$ cat src/rtl/cpu_sequencer_if.sv
// ---------------------------------------------------------------------------
// cpu_sequencer_if
// Control bus between the CPU sequencer and the 16-bit datapath.
//   opcode, za     : datapath -> sequencer (IR opcode field, ALU zero flag for A)
//   loadIR, incPC,
//   loadPC, loadA,
//   loadB, loadC   : register load strobes
//   mode           : ALU mode (0 = arithmetic, 1 = logic)
//   we_DM          : data-memory write enable
//   selA, selB     : muxA (0 ALU / 1 immediate), muxB (0 PC / 1 external address)
// Modports: master = sequencer side, slave = datapath side.
// ---------------------------------------------------------------------------
interface cpu_sequencer_if;
    logic [3:0] opcode;
    logic       za;
    logic       loadIR;
    logic       incPC;
    logic       loadPC;
    logic       loadA;
    logic       loadB;
    logic       loadC;
    logic       mode;
    logic       we_DM;
    logic       selA;
    logic       selB;

    modport master (
        input  opcode, za,
        output loadIR, incPC, loadPC, loadA, loadB, loadC,
               mode, we_DM, selA, selB
    );

    modport slave (
        output opcode, za,
        input  loadIR, incPC, loadPC, loadA, loadB, loadC,
               mode, we_DM, selA, selB
    );
endinterface

$ cat src/rtl/cpu_sequencer.sv
// ---------------------------------------------------------------------------
// cpu_sequencer
// Multi-cycle control FSM for the 16-bit CPU datapath, with run/idle/halt
// control and MEM_WAIT extra data-memory wait cycles before operands load.
// Ports:
//   clk        : system clock, rising edge
//   rst_n      : asynchronous active-low reset
//   en         : run enable, sampled in IDLE and in final instruction cycles
//   bus        : control bus (master modport), see cpu_sequencer_if
//   busy       : high in every state except IDLE and HALT
//   instr_done : one-cycle pulse in the final cycle of each instruction
//   state      : current state encoding (debug)
// ---------------------------------------------------------------------------
module cpu_sequencer #(
    parameter int MEM_WAIT = 1
) (
    input  logic               clk,
    input  logic               rst_n,
    input  logic               en,
    cpu_sequencer_if.master    bus,
    output logic               busy,
    output logic               instr_done,
    output logic [2:0]         state
);

    typedef enum logic [2:0] {
        S_IDLE   = 3'd0,
        S_FETCH  = 3'd1,
        S_DECODE = 3'd2,
        S_OPRD   = 3'd3,
        S_EXEC   = 3'd4,
        S_STORE  = 3'd5,
        S_JUMP   = 3'd6,
        S_HALT   = 3'd7
    } state_e;

    localparam logic [2:0] WAIT_INIT = 3'(MEM_WAIT);
    localparam logic [3:0] OP_LDI    = 4'b1100;

    state_e     state_q, state_d;
    logic [3:0] op_q,    op_d;
    logic [2:0] wait_q,  wait_d;
    logic       mode_q,  mode_d;

    logic load_ir, inc_pc, load_pc, load_ab, load_c;
    logic mode_o, we_dm, sel_a, sel_b, done;

    always_ff @(posedge clk or negedge rst_n) begin
        if (!rst_n) begin
            state_q <= S_IDLE;
            op_q    <= 4'd0;
            wait_q  <= 3'd0;
            mode_q  <= 1'b0;
        end else begin
            state_q <= state_d;
            op_q    <= op_d;
            wait_q  <= wait_d;
            mode_q  <= mode_d;
        end
    end

    always_comb begin
        state_d = state_q;
        op_d    = op_q;
        wait_d  = wait_q;
        mode_d  = mode_q;
        load_ir = 1'b0;
        inc_pc  = 1'b0;
        load_pc = 1'b0;
        load_ab = 1'b0;
        load_c  = 1'b0;
        mode_o  = 1'b0;
        we_dm   = 1'b0;
        sel_a   = 1'b0;
        sel_b   = 1'b0;
        done    = 1'b0;

        unique case (state_q)
            S_IDLE: begin
                // External loader owns the instruction-memory address while idle.
                sel_b = 1'b1;
                if (en) state_d = S_FETCH;
            end

            S_FETCH: begin
                load_ir = 1'b1;
                state_d = S_DECODE;
            end

            S_DECODE: begin
                // opcode comes straight from the IR flops, loaded at the end of
                // FETCH, so it is stable for the whole DECODE cycle.
                inc_pc = 1'b1;
                op_d   = bus.opcode;
                if (!bus.opcode[3]) begin
                    mode_d  = 1'b0;
                    wait_d  = WAIT_INIT;
                    state_d = S_OPRD;
                end else if (bus.opcode[3:2] == 2'b10) begin
                    mode_o  = 1'b1;
                    mode_d  = 1'b1;
                    wait_d  = WAIT_INIT;
                    state_d = S_OPRD;
                end else begin
                    mode_d = 1'b0;
                    unique case (bus.opcode[1:0])
                        2'b00: state_d = S_EXEC;        // LDI
                        2'b01: state_d = S_JUMP;        // JMP
                        2'b10: begin                    // JZ
                            if (bus.za) begin
                                state_d = S_JUMP;
                            end else begin
                                // Untaken JZ finishes here.
                                done    = 1'b1;
                                state_d = en ? S_FETCH : S_IDLE;
                            end
                        end
                        default: state_d = S_HALT;      // HALT
                    endcase
                end
            end

            S_OPRD: begin
                // Memory read is held until the wait counter drains; operands
                // are captured only in the last held cycle.
                mode_o = mode_q;
                if (wait_q == 3'd0) begin
                    load_ab = 1'b1;
                    state_d = S_EXEC;
                end else begin
                    wait_d = wait_q - 3'd1;
                end
            end

            S_EXEC: begin
                load_c  = 1'b1;
                sel_a   = (op_q == OP_LDI);
                mode_o  = mode_q;
                state_d = S_STORE;
            end

            S_STORE: begin
                we_dm   = 1'b1;
                done    = 1'b1;
                state_d = en ? S_FETCH : S_IDLE;
            end

            S_JUMP: begin
                load_pc = 1'b1;
                done    = 1'b1;
                state_d = en ? S_FETCH : S_IDLE;
            end

            S_HALT: begin
                // Sticky until reset; en is ignored.
                state_d = S_HALT;
            end

            default: state_d = S_IDLE;
        endcase
    end

    assign bus.loadIR = load_ir;
    assign bus.incPC  = inc_pc;
    assign bus.loadPC = load_pc;
    assign bus.loadA  = load_ab;
    assign bus.loadB  = load_ab;
    assign bus.loadC  = load_c;
    assign bus.mode   = mode_o;
    assign bus.we_DM  = we_dm;
    assign bus.selA   = sel_a;
    assign bus.selB   = sel_b;

    assign busy       = (state_q != S_IDLE) && (state_q != S_HALT);
    assign instr_done = done;
    assign state      = state_q;

endmodule

$ cat src/flat_wrapper.sv
// flat-port wrapper written by rule: the top's interface ports become plain ports
module cpu_sequencer_flat 
#(
    parameter int MEM_WAIT = 1
)
  (clk, rst_n, en, busy, instr_done, state, bus_opcode, bus_za, bus_loadIR, bus_incPC, bus_loadPC, bus_loadA, bus_loadB, bus_loadC, bus_mode, bus_we_DM, bus_selA, bus_selB);
  cpu_sequencer_if bus_i ();
  input  logic clk;
  input  logic rst_n;
  input  logic en;
  output logic busy;
  output logic instr_done;
  output logic [2:0] state;
  input wire logic [$bits(bus_i.opcode)-1:0] bus_opcode;
  input wire logic [$bits(bus_i.za)-1:0] bus_za;
  output wire logic [$bits(bus_i.loadIR)-1:0] bus_loadIR;
  output wire logic [$bits(bus_i.incPC)-1:0] bus_incPC;
  output wire logic [$bits(bus_i.loadPC)-1:0] bus_loadPC;
  output wire logic [$bits(bus_i.loadA)-1:0] bus_loadA;
  output wire logic [$bits(bus_i.loadB)-1:0] bus_loadB;
  output wire logic [$bits(bus_i.loadC)-1:0] bus_loadC;
  output wire logic [$bits(bus_i.mode)-1:0] bus_mode;
  output wire logic [$bits(bus_i.we_DM)-1:0] bus_we_DM;
  output wire logic [$bits(bus_i.selA)-1:0] bus_selA;
  output wire logic [$bits(bus_i.selB)-1:0] bus_selB;
  assign bus_i.opcode = bus_opcode;
  assign bus_i.za = bus_za;
  assign bus_loadIR = bus_i.loadIR;
  assign bus_incPC = bus_i.incPC;
  assign bus_loadPC = bus_i.loadPC;
  assign bus_loadA = bus_i.loadA;
  assign bus_loadB = bus_i.loadB;
  assign bus_loadC = bus_i.loadC;
  assign bus_mode = bus_i.mode;
  assign bus_we_DM = bus_i.we_DM;
  assign bus_selA = bus_i.selA;
  assign bus_selB = bus_i.selB;
  cpu_sequencer #(.MEM_WAIT(MEM_WAIT)) u_core (.clk(clk), .rst_n(rst_n), .en(en), .bus(bus_i), .busy(busy), .instr_done(instr_done), .state(state));
endmodule
$ cat config.mk
export PLATFORM = sky130hd
export DESIGN_NAME = cpu_sequencer_flat
export DESIGN_NICKNAME = d
export VERILOG_FILES = /design/src/rtl/cpu_sequencer_if.sv /design/src/rtl/cpu_sequencer.sv /design/src/flat_wrapper.sv
export SDC_FILE = /design/constraint.sdc
export NUM_CORES = 1
export LEC_CHECK = 0
export ABC_CLOCK_PERIOD_IN_PS = 2100
export BUFFER_PORTS_ARGS = -buffer_cell sky130_fd_sc_hd__buf_4
export CAP_MARGIN = 20
export CORE_UTILIZATION = 49
export DETAILED_ROUTE_END_ITERATION = 10
export GPL_TIMING_DRIVEN = 0
export MAX_ROUTING_LAYER = met4
export PLACE_DENSITY = 0.75
export SLEW_MARGIN = 20
export SYNTH_ARGS = -nofsm -noshare
export SYNTH_HDL_FRONTEND = slang
export SYNTH_SLANG_ARGS = --single-unit
$ cat constraint.sdc
create_clock -name clk -period 2.1 [get_ports clk]
set_clock_uncertainty 0.2 [all_clocks]
set_input_delay 0.315 -clock clk [delete_from_list [all_inputs] [get_ports clk]]
set_output_delay 0.315 -clock clk [all_outputs]
set_load 0.05 [all_outputs]
==> flow_metrics.env, run 1 <==
export IMPL_status="complete, no violations"
export IMPL_grt_use_total=0.245
export IMPL_reg2reg_depth=6
export IMPL_path_buf_inv=3
export IMPL_worstSetupPathType="reg -> out"
export IMPL_vias=703
export IMPL_drc=0
export IMPL_grt_setup_unrepaired="false"
export IMPL_dpl_worst_slack_ns=0.268
export IMPL_end_kind="output port"
export IMPL_hold_class="in -> reg"
export IMPL_finalMaxSlewViolations=0
export IMPL_final_cell_mix="buf_4, nand2_1, dfrtp_1, inv_1, nor2_1"
export IMPL_cts_buffers=3
export IMPL_ys_types=33
export IMPL_max_cap_violations=0
export IMPL_max_stage_delay_ns=0.41
export IMPL_first_iter_violations=6
export IMPL_hold_depth=3
export IMPL_tritoncts="done"
export IMPL_final_common_cell="buf_4"
export IMPL_cp_slowest_cell="dfrtp_2"
export IMPL_h_tree_depth=1
export IMPL_start_util=0.549
export IMPL_grt_pass1_wl_mm=2.54
export IMPL_synthXorXnorAreaFrac=0
export IMPL_seq_area_frac_synth=0.372
export IMPL_synthAdderAreaFrac=0.0338
export IMPL_path_clk_slew_ns=0.07
export IMPL_syn_to_final_growth_pct=42.9
export IMPL_finalCritPeriodShare=0.978
export IMPL_portBuffers=22
export IMPL_syn_inst=90
export IMPL_insertion_delay_ns=0.27
export IMPL_antenna_found_initial=0
export IMPL_max_clock_freq_mhz=487
export IMPL_critPathArrivalTime_ns=1.54
export IMPL_critPathRequiredTime_ns=1.58
export IMPL_synth_seq_cells=11
export IMPL_cp_num_cells=4
export IMPL_layout_drive_gt1_share=0.415
export IMPL_overflow=0
export IMPL_ios=23
export IMPL_fp_dieW_um=40.9
export IMPL_setup_slack_ns=0.0470
export IMPL_syn_nets=100
export IMPL_synthesis_area_um2=741
export IMPL_die_h_um=40.9
export IMPL_synth_mux_area_frac=0.0203
export IMPL_place_hpwl_mm=1.28
export IMPL_final_hold_viol_count=0
export IMPL_yosys_warnings=0
export IMPL_cts_buffer_depth=2
export IMPL_cts_sinks=11
export IMPL_utilization=0.784
export IMPL_worst_slew_pin_slew_ns=0.303
export IMPL_synth_top_family_by_area="simple AND/OR/NAND/NOR gates"
export IMPL_viasPerCell=5.29
export IMPL_synth_simple_gate_area_frac=0.292
export IMPL_cp_max_fo=10
export IMPL_gp_congestion=0.803
export IMPL_clockRootBuffer="clkbuf_4"
export IMPL_max_slew_margin=0.798
export IMPL_synth_compound_area_frac=0.184
export IMPL_cp_top_family="buffers and inverters"
export IMPL_die_area_um2=1670
export IMPL_syn_avg_cell_area_um2=8.23
export IMPL_grt_pass1_vias=610
export IMPL_firstDrtPassIters=4
export IMPL_antenna_cells=0
export IMPL_crit_chain="buf_6 -> clkbuf_2 -> a32o_2 -> buf_4"
export IMPL_fin_nets=129
export IMPL_startpoint_type="register"
export IMPL_routedWlPerCell_um=12.8
export IMPL_setup_viol=0
export IMPL_core_area_um2=1350
export IMPL_antenna_left=0
export IMPL_wl_mm=1.70
export IMPL_num_rows=13
export IMPL_grt_max_degree=12
export IMPL_fin_crit_ns=2.05
[worst reg2reg max path, stage by stage, from the launching register on]
cell and delay, ns:
dfrtp_2 0.37, buf_6 0.13, or3b_1 0.38, buf_6 0.15
inv_6 0.08, a22oi_4 0.10, mux2_4 0.30
[layout make-up]
type | instances | area (um2)
multi-input combinational | 65 | 445
fill | 105 | 292
sequential | 11 | 279
timing repair buffer | 24 | 198
buffer | 6 | 53.8
inverter | 8 | 37.5
clock buffer | 4 | 26.3
tap | 15 | 18.8
[sequential cells by signal (all words and copies together) (netlist names)]
name / count
u_core.op_q: 4
u_core.state: 3
u_core.mode_q: 1
u_core.wait_q: 3
[timing repair]
action | CTS | global route
endpoints found under the hold margin | 11 | 0
buffers inserted | 1 | 0
pin swaps | 1 | 0
hold buffers | 1 | 0
setup endpoints to repair | 2 | 6
gates resized for setup | 1 | 5
[synth_stat cells]
cell type   n  share of area
a31o_1      1          0.012
a221oi_1    1          0.012
or3b_1      1          0.012
mux2_4      1          0.020
nand2b_1    3          0.025
a21oi_1     4          0.027
or3_1       1         0.0085
dfrtp_1    11           0.37
nor2b_1     4          0.034
and3b_1     1          0.012
clkbuf_1    3          0.015
inv_1       7          0.035
nand3b_1    1          0.010
nand2_1    17          0.086
buf_6       1          0.015
and4_1      1          0.012
o211ai_1    1          0.010
a22oi_4     1          0.029
o211a_1     1          0.014
or2_2       1         0.0085
a32o_1      1          0.014
nor2_1      9          0.046
buf_4       2          0.020
a31oi_1     1         0.0085
nor3_1      3          0.020
ha_1        2          0.034
a41oi_1     1          0.012
nor3b_1     1          0.010
o22ai_1     1         0.0085
inv_6       1          0.012
and2_1      1         0.0085
o21ai_0     4          0.027
a311oi_1    1          0.012
[worst paths after layout]
kind | from | endpoint | slack (ns)
setup reg to reg | u_core.state[1] | u_core.wait_q[1] | 0.27
hold / removal | bus_opcode[2] | u_core.op_q[2] | 0.08
setup / recovery | u_core.state[1] | bus_mode | 0.05
min in group asynchronous | rst_n | u_core.op_q[0] | 0.21
hold reg to reg | u_core.op_q[1] | u_core.op_q[1] | 0.29
max in group asynchronous | rst_n | u_core.state[2] | 1.32
[metrics by stage]
step                cell area [um2]  TNS (ns)  hold WS (ns)  cells
detailed placement              996         0       -0.0404    127
global placement                996         0       -0.0456    127
CTS                            1040         0        0.0634    133
floorplan                       812    -0.222        -0.181     90
finish                         1060         0        0.0771    133
global route                   1060         0        0.0755    133
[metal layers]
metal / part of all wire / global-route usage
met5: 0 / -
met4: 0.0035 / 0.0500
met3: 0.043 / 0.0815
met2: 0.50 / 0.406
met1: 0.45 / 0.285
[cells by family after synthesis]
logic type               after synthesis
AO/OA/AOI/OAI                         18
adder cells (fa/ha/maj)                2
buffers and inverters                 14
flip-flops                            11
multiplexers                           1
AND/OR/NAND/NOR                       44
Power of run 1 is not shown: default switching activity piles up to over one toggle a cycle in this logic, so the estimate is an artifact.
==> inputs of run 2 (changes only) <==
Settings changed: CORE_UTILIZATION 49 to 52, CTS_BUF_LIST set to sky130_fd_sc_hd__clkbuf_4, PLACE_DENSITY 0.75 to 0.79.
==> run 2 against run 1 <==
Net effect: flip-flop and latch count unchanged; sequential share of layout area decreased by 0.22 points; via count increased by 8.7%; final area increased by 0.83%; critical path type unchanged.
==> flow_metrics.env, run 2 (same netlist as run 1, synthesis figures left out) <==
export IMPL_largest_reg_flops=4
export IMPL_max_cap_violations=0
export IMPL_critPathRequiredTime_ns=1.58
export IMPL_layoutNonFillerInstCount=133
export IMPL_critPathArrivalTime_ns=1.53
export IMPL_fill_cells=92
export IMPL_clockRootBuffer="clkbuf_4"
export IMPL_drc=0
export IMPL_core_area_um2=1320
export IMPL_reg2reg_slack_ns=0.27
export IMPL_fp_dieW_um=39.7
export IMPL_path_buf_inv=4
export IMPL_layout_drive_gt1_share=0.432
export IMPL_finalCritPeriodShare=0.974
export IMPL_worst_slew_pin_slew_ns=0.273
export IMPL_max_clock_freq_mhz=489
export IMPL_cp_max_fo=9
export IMPL_status="complete, no violations"
export IMPL_num_rows=13
export IMPL_tritoncts="done"
export IMPL_start_util=0.562
export IMPL_max_slew_margin=0.818
export IMPL_die_h_um=39.7
export IMPL_syn_to_final_growth_pct=44.1
export IMPL_cp_top_family="buffers and inverters"
export IMPL_cp_slowest_cell="or3b_4"
export IMPL_reg2reg_depth=6
export IMPL_end_kind="output port"
export IMPL_antenna_left=0
export IMPL_gp_congestion=0.850
export IMPL_antenna_cells=0
export IMPL_place_hpwl_mm=1.37
export IMPL_fin_crit_ns=2.05
export IMPL_crit_path_frequent_cell="buf_6"
export IMPL_antenna_found_initial=0
export IMPL_utilization=0.810
export IMPL_placed_cells=127
export IMPL_worstSetupPathType="reg -> out"
export IMPL_portBuffers=22
export IMPL_max_stage_delay_ns=0.38
export IMPL_path_clk_slew_ns=0.07
export IMPL_ios=23
export IMPL_grt_pass1_wl_mm=2.83
export IMPL_setup_viol=0
export IMPL_grt_max_degree=12
export IMPL_grt_setup_unrepaired="false"
export IMPL_cts_buffers=3
export IMPL_hold_path_end="u_core.op_q[1]"
export IMPL_regMostFlops="u_core.op_q"
export IMPL_final_hold_viol_count=0
export IMPL_first_iter_violations=27
export IMPL_vias=764
export IMPL_final_cell_mix="buf_4, nand2_1, dfrtp_1, inv_1, nor2_1"
export IMPL_grt_pass1_vias=687
export IMPL_final_common_cell="buf_4"
export IMPL_finalMaxSlewViolations=0
export IMPL_startpoint_type="register"
export IMPL_die_area_um2=1580
export IMPL_viasPerCell=5.74
export IMPL_r2r_end="u_core.wait_q[1]"
export IMPL_grt_use_total=0.281
export IMPL_fin_nets=129
export IMPL_cts_sinks=11
export IMPL_crit_chain="buf_6 -> or3b_4 -> buf_6 -> inv_6 -> buf_8"
export IMPL_timing_rr_start="u_core.state[1]"
export IMPL_holdCritStartpoint="bus_opcode[1]"
export IMPL_cts_buffer_depth=2
export IMPL_wl_mm=1.90
export IMPL_insertion_delay_ns=0.27
export IMPL_firstDrtPassIters=4
export IMPL_hold_depth=3
export IMPL_h_tree_depth=1
export IMPL_overflow=0
export IMPL_routedWlPerCell_um=14.3
export IMPL_hold_class="in -> reg"
## run 2: cell types whose count changed in the layout (fill, tap and decap cells not counted)
| cell | previous run | this run |
|---|---|---|
| buf_4 | 21 | 22 |
| clkbuf_1 | 1 | 0 |
| clkbuf_2 | 1 | 0 |
| clkbuf_4 | 3 | 4 |
| or3b_1 | 1 | 0 |
| or3b_4 | 0 | 1 |
## run 2: layer usage
layer	GRT usage	vias to the layer above	share of wire
li1	-	364	-
met1	0.318	366	0.40
met5	-	-	0
met3	0.0852	3	0.063
met4	0.0259	0	0.014
met2	0.500	31	0.52
## run 2: worst register-to-register path: stages (launching register included)
cell     delay (ns)
dfrtp_2        0.37
buf_6          0.13
or3b_4         0.38
buf_6          0.15
inv_6          0.08
a22oi_4        0.10
mux2_4         0.31
## run 2: final cells by class
class	instances	area, um2	area share
multi-input cells	65	448	0.420
flip-flops and latches	11	279	0.261
repair buffers	24	198	0.185
plain buffers	6	56.3	0.0528
inverters	8	37.5	0.0352
clock buffers	4	30.0	0.0281
well taps	15	18.8	0.0176
## run 2: worst max path at each step
stage	startpoint	slack, ns	cells after the start	endpoint
4_1_cts	u_core.state[1]	0.01	4	bus_mode
5_1_grt	u_core.state[1]	0.002	5	bus_incPC
3_3_place_gp	u_core.state[0]	0.29	5	bus_loadB
6_report	u_core.state[1]	0.05	5	bus_incPC
2_1_floorplan	u_core.state[2]	-0.13	4	bus_selA
3_5_place_dp	u_core.state[0]	0.26	5	bus_loadB
## run 2: metrics by stage
step           instance area (um2)  setup WS, ns  TNS [ns]  hold slack [ns]
3_5_place_dp                   996         0.262         0          -0.0393
4_1_cts                       1050        0.0137         0           0.0646
5_1_grt                       1070       0.00200         0           0.0645
2_1_floorplan                  812        -0.134    -0.222           -0.181
3_3_place_gp                   996         0.289         0          -0.0457
6_report                      1070        0.0547         0           0.0722
## run 2: repair_timing
action,CTS,global route
setup buffers,1,0
gates resized for setup,1,9
endpoints found under the setup margin,2,6
hold buffers,1,0
pin swaps,1,0
endpoints found under the hold margin,11,0
Power of run 2 is left out for the same reason.
==> inputs of run 3 (changes only) <==
Settings changed: CELL_PAD_IN_SITES_DETAIL_PLACEMENT set to 1, CELL_PAD_IN_SITES_GLOBAL_PLACEMENT set to 1, CORE_UTILIZATION 52 to 37, PLACE_DENSITY 0.79 to 0.78.
==> run 3 against run 2 <==
Net effect: count of clock-buffer cells in the layout unchanged; final area increased by 2.1%; critical path depth unchanged; register-to-register slack about the same; maximum frequency increased by 0.51%.
==> flow_metrics.env, run 3 (same netlist as run 1, synthesis figures left out) <==
export IMPL_hold_class="in -> reg"
export IMPL_fin_nets=129
export IMPL_wl_mm=2.01
export IMPL_largest_reg_flops=4
export IMPL_routed_wl_met3_um=44
export IMPL_tritoncts="done"
export IMPL_end_kind="output port"
export IMPL_critPathArrivalTime_ns=1.52
export IMPL_syn_to_final_growth_pct=47.1
export IMPL_viasPerCell=5.21
export IMPL_antenna_left=0
export IMPL_grt_max_degree=12
export IMPL_drc=0
export IMPL_cp_max_fo=10
export IMPL_firstDrtPassIters=4
export IMPL_worstSetupPathType="reg -> out"
export IMPL_fp_dieW_um=46.7
export IMPL_setup_viol=0
export IMPL_max_clock_freq_mhz=491
export IMPL_cts_buffer_depth=2
export IMPL_insertion_delay_ns=0.27
export IMPL_finalSetupTns_ns=0
export IMPL_placed_cell_area_um2=1010
export IMPL_cp_slowest_cell="dfrtp_2"
export IMPL_final_cell_mix="buf_4, nand2_1, dfrtp_1, inv_1, buf_6"
export IMPL_max_stage_delay_ns=0.43
export IMPL_grt_pass1_vias=754
export IMPL_grt_use_total=0.227
export IMPL_critPathRequiredTime_ns=1.58
export IMPL_antenna_cells=0
export IMPL_fin_area_um2=1090
export IMPL_grt_pass1_wl_mm=3.31
export IMPL_die_h_um=46.7
export IMPL_finalCritPeriodShare=0.969
export IMPL_h_tree_depth=1
export IMPL_final_hold_viol_count=0
export IMPL_first_iter_violations=5
export IMPL_ios=23
export IMPL_finalMaxSlewViolations=0
export IMPL_grt_setup_unrepaired="false"
export IMPL_overflow=0
export IMPL_num_rows=15
export IMPL_crit_chain="clkbuf_8 -> nand3b_1 -> nor2_4 -> buf_4 -> buf_6"
export IMPL_start_util=0.411
export IMPL_antenna_found_initial=0
export IMPL_status="complete, no violations"
export IMPL_layout_drive_gt1_share=0.432
export IMPL_cts_sinks=11
export IMPL_routedWlPerCell_um=14.1
export IMPL_regMostFlops="u_core.op_q"
export IMPL_die_area_um2=2180
export IMPL_max_cap_violations=0
export IMPL_place_hpwl_mm=1.47
export IMPL_max_slew_margin=0.844
export IMPL_final_common_cell="buf_4"
export IMPL_hold_ws_ns=0.0754
export IMPL_dr_wl_met2_mm=1.03
export IMPL_cts_buffers=3
export IMPL_fin_crit_ns=2.03
export IMPL_core_area_um2=1800
export IMPL_met1_length_um=917
export IMPL_vias=745
export IMPL_worst_slew_pin_slew_ns=0.234
export IMPL_startpoint_type="register"
export IMPL_gp_congestion=0.736
export IMPL_path_clk_slew_ns=0.07
export IMPL_highest_layer="met4"
export IMPL_clockRootBuffer="clkbuf_4"
export IMPL_portBuffers=22
run 3: cell type report:
cell class / count / area [um2]
multi-input cells: 65 / 448
clock buffers: 4 / 30.0
well taps: 25 / 31.3
repair buffers: 24 / 205
fillers: 224 / 712
plain buffers: 6 / 58.8
inverters: 8 / 37.5
flip-flops and latches: 11 / 279
run 3: what timing repair did:
item,in CTS,in global routing
gates cloned,0,0
resized for setup,4,7
endpoints found under the setup margin,4,4
setup buffers,0,1
endpoints found under the hold margin,11,0
hold buffers,1,0
run 3: per-layer routing:
layer	GRT usage	vias to the layer above
met4	0.120	0
met5	-	-
li1	-	360
met3	0.0115	2
met2	0.364	13
met1	0.288	370
run 3: path summary, 6_finish.rpt:
| check | startpoint | endpoint | slack (ns) | depth (start not counted) |
|---|---|---|---|---|
| worst max register to register | u_core.state[1] | u_core.wait_q[1] | 0.28 | 6 |
| min in group asynchronous | rst_n | u_core.mode_q | 0.22 | 2 |
| worst min register to register | u_core.op_q[0] | u_core.op_q[0] | 0.28 | 2 |
| worst min-delay path | bus_opcode[1] | u_core.op_q[1] | 0.08 | 3 |
| max in group asynchronous | rst_n | u_core.state[0] | 1.32 | 2 |
| worst max-delay path | u_core.state[2] | bus_loadB | 0.07 | 5 |
run 3: through the flow:
stage | utilization | cells | setup slack (ns)
global route | 0.605 | 143 | 0.00287
floorplan | - | 90 | -0.134
finish | 0.605 | 143 | 0.0650
detailed placement | 0.560 | 137 | 0.266
global placement | 0.560 | 137 | 0.283
CTS | 0.589 | 142 | 0.0195
run 3: critical path, delay by kind of cell, from the launching register on:
family | cells | cell delay (ns)
flip-flops | 1 | 0.43
AND/OR/NAND/NOR | 2 | 0.40
buffers and inverters | 3 | 0.42
Power of run 3 is left out for the same reason.
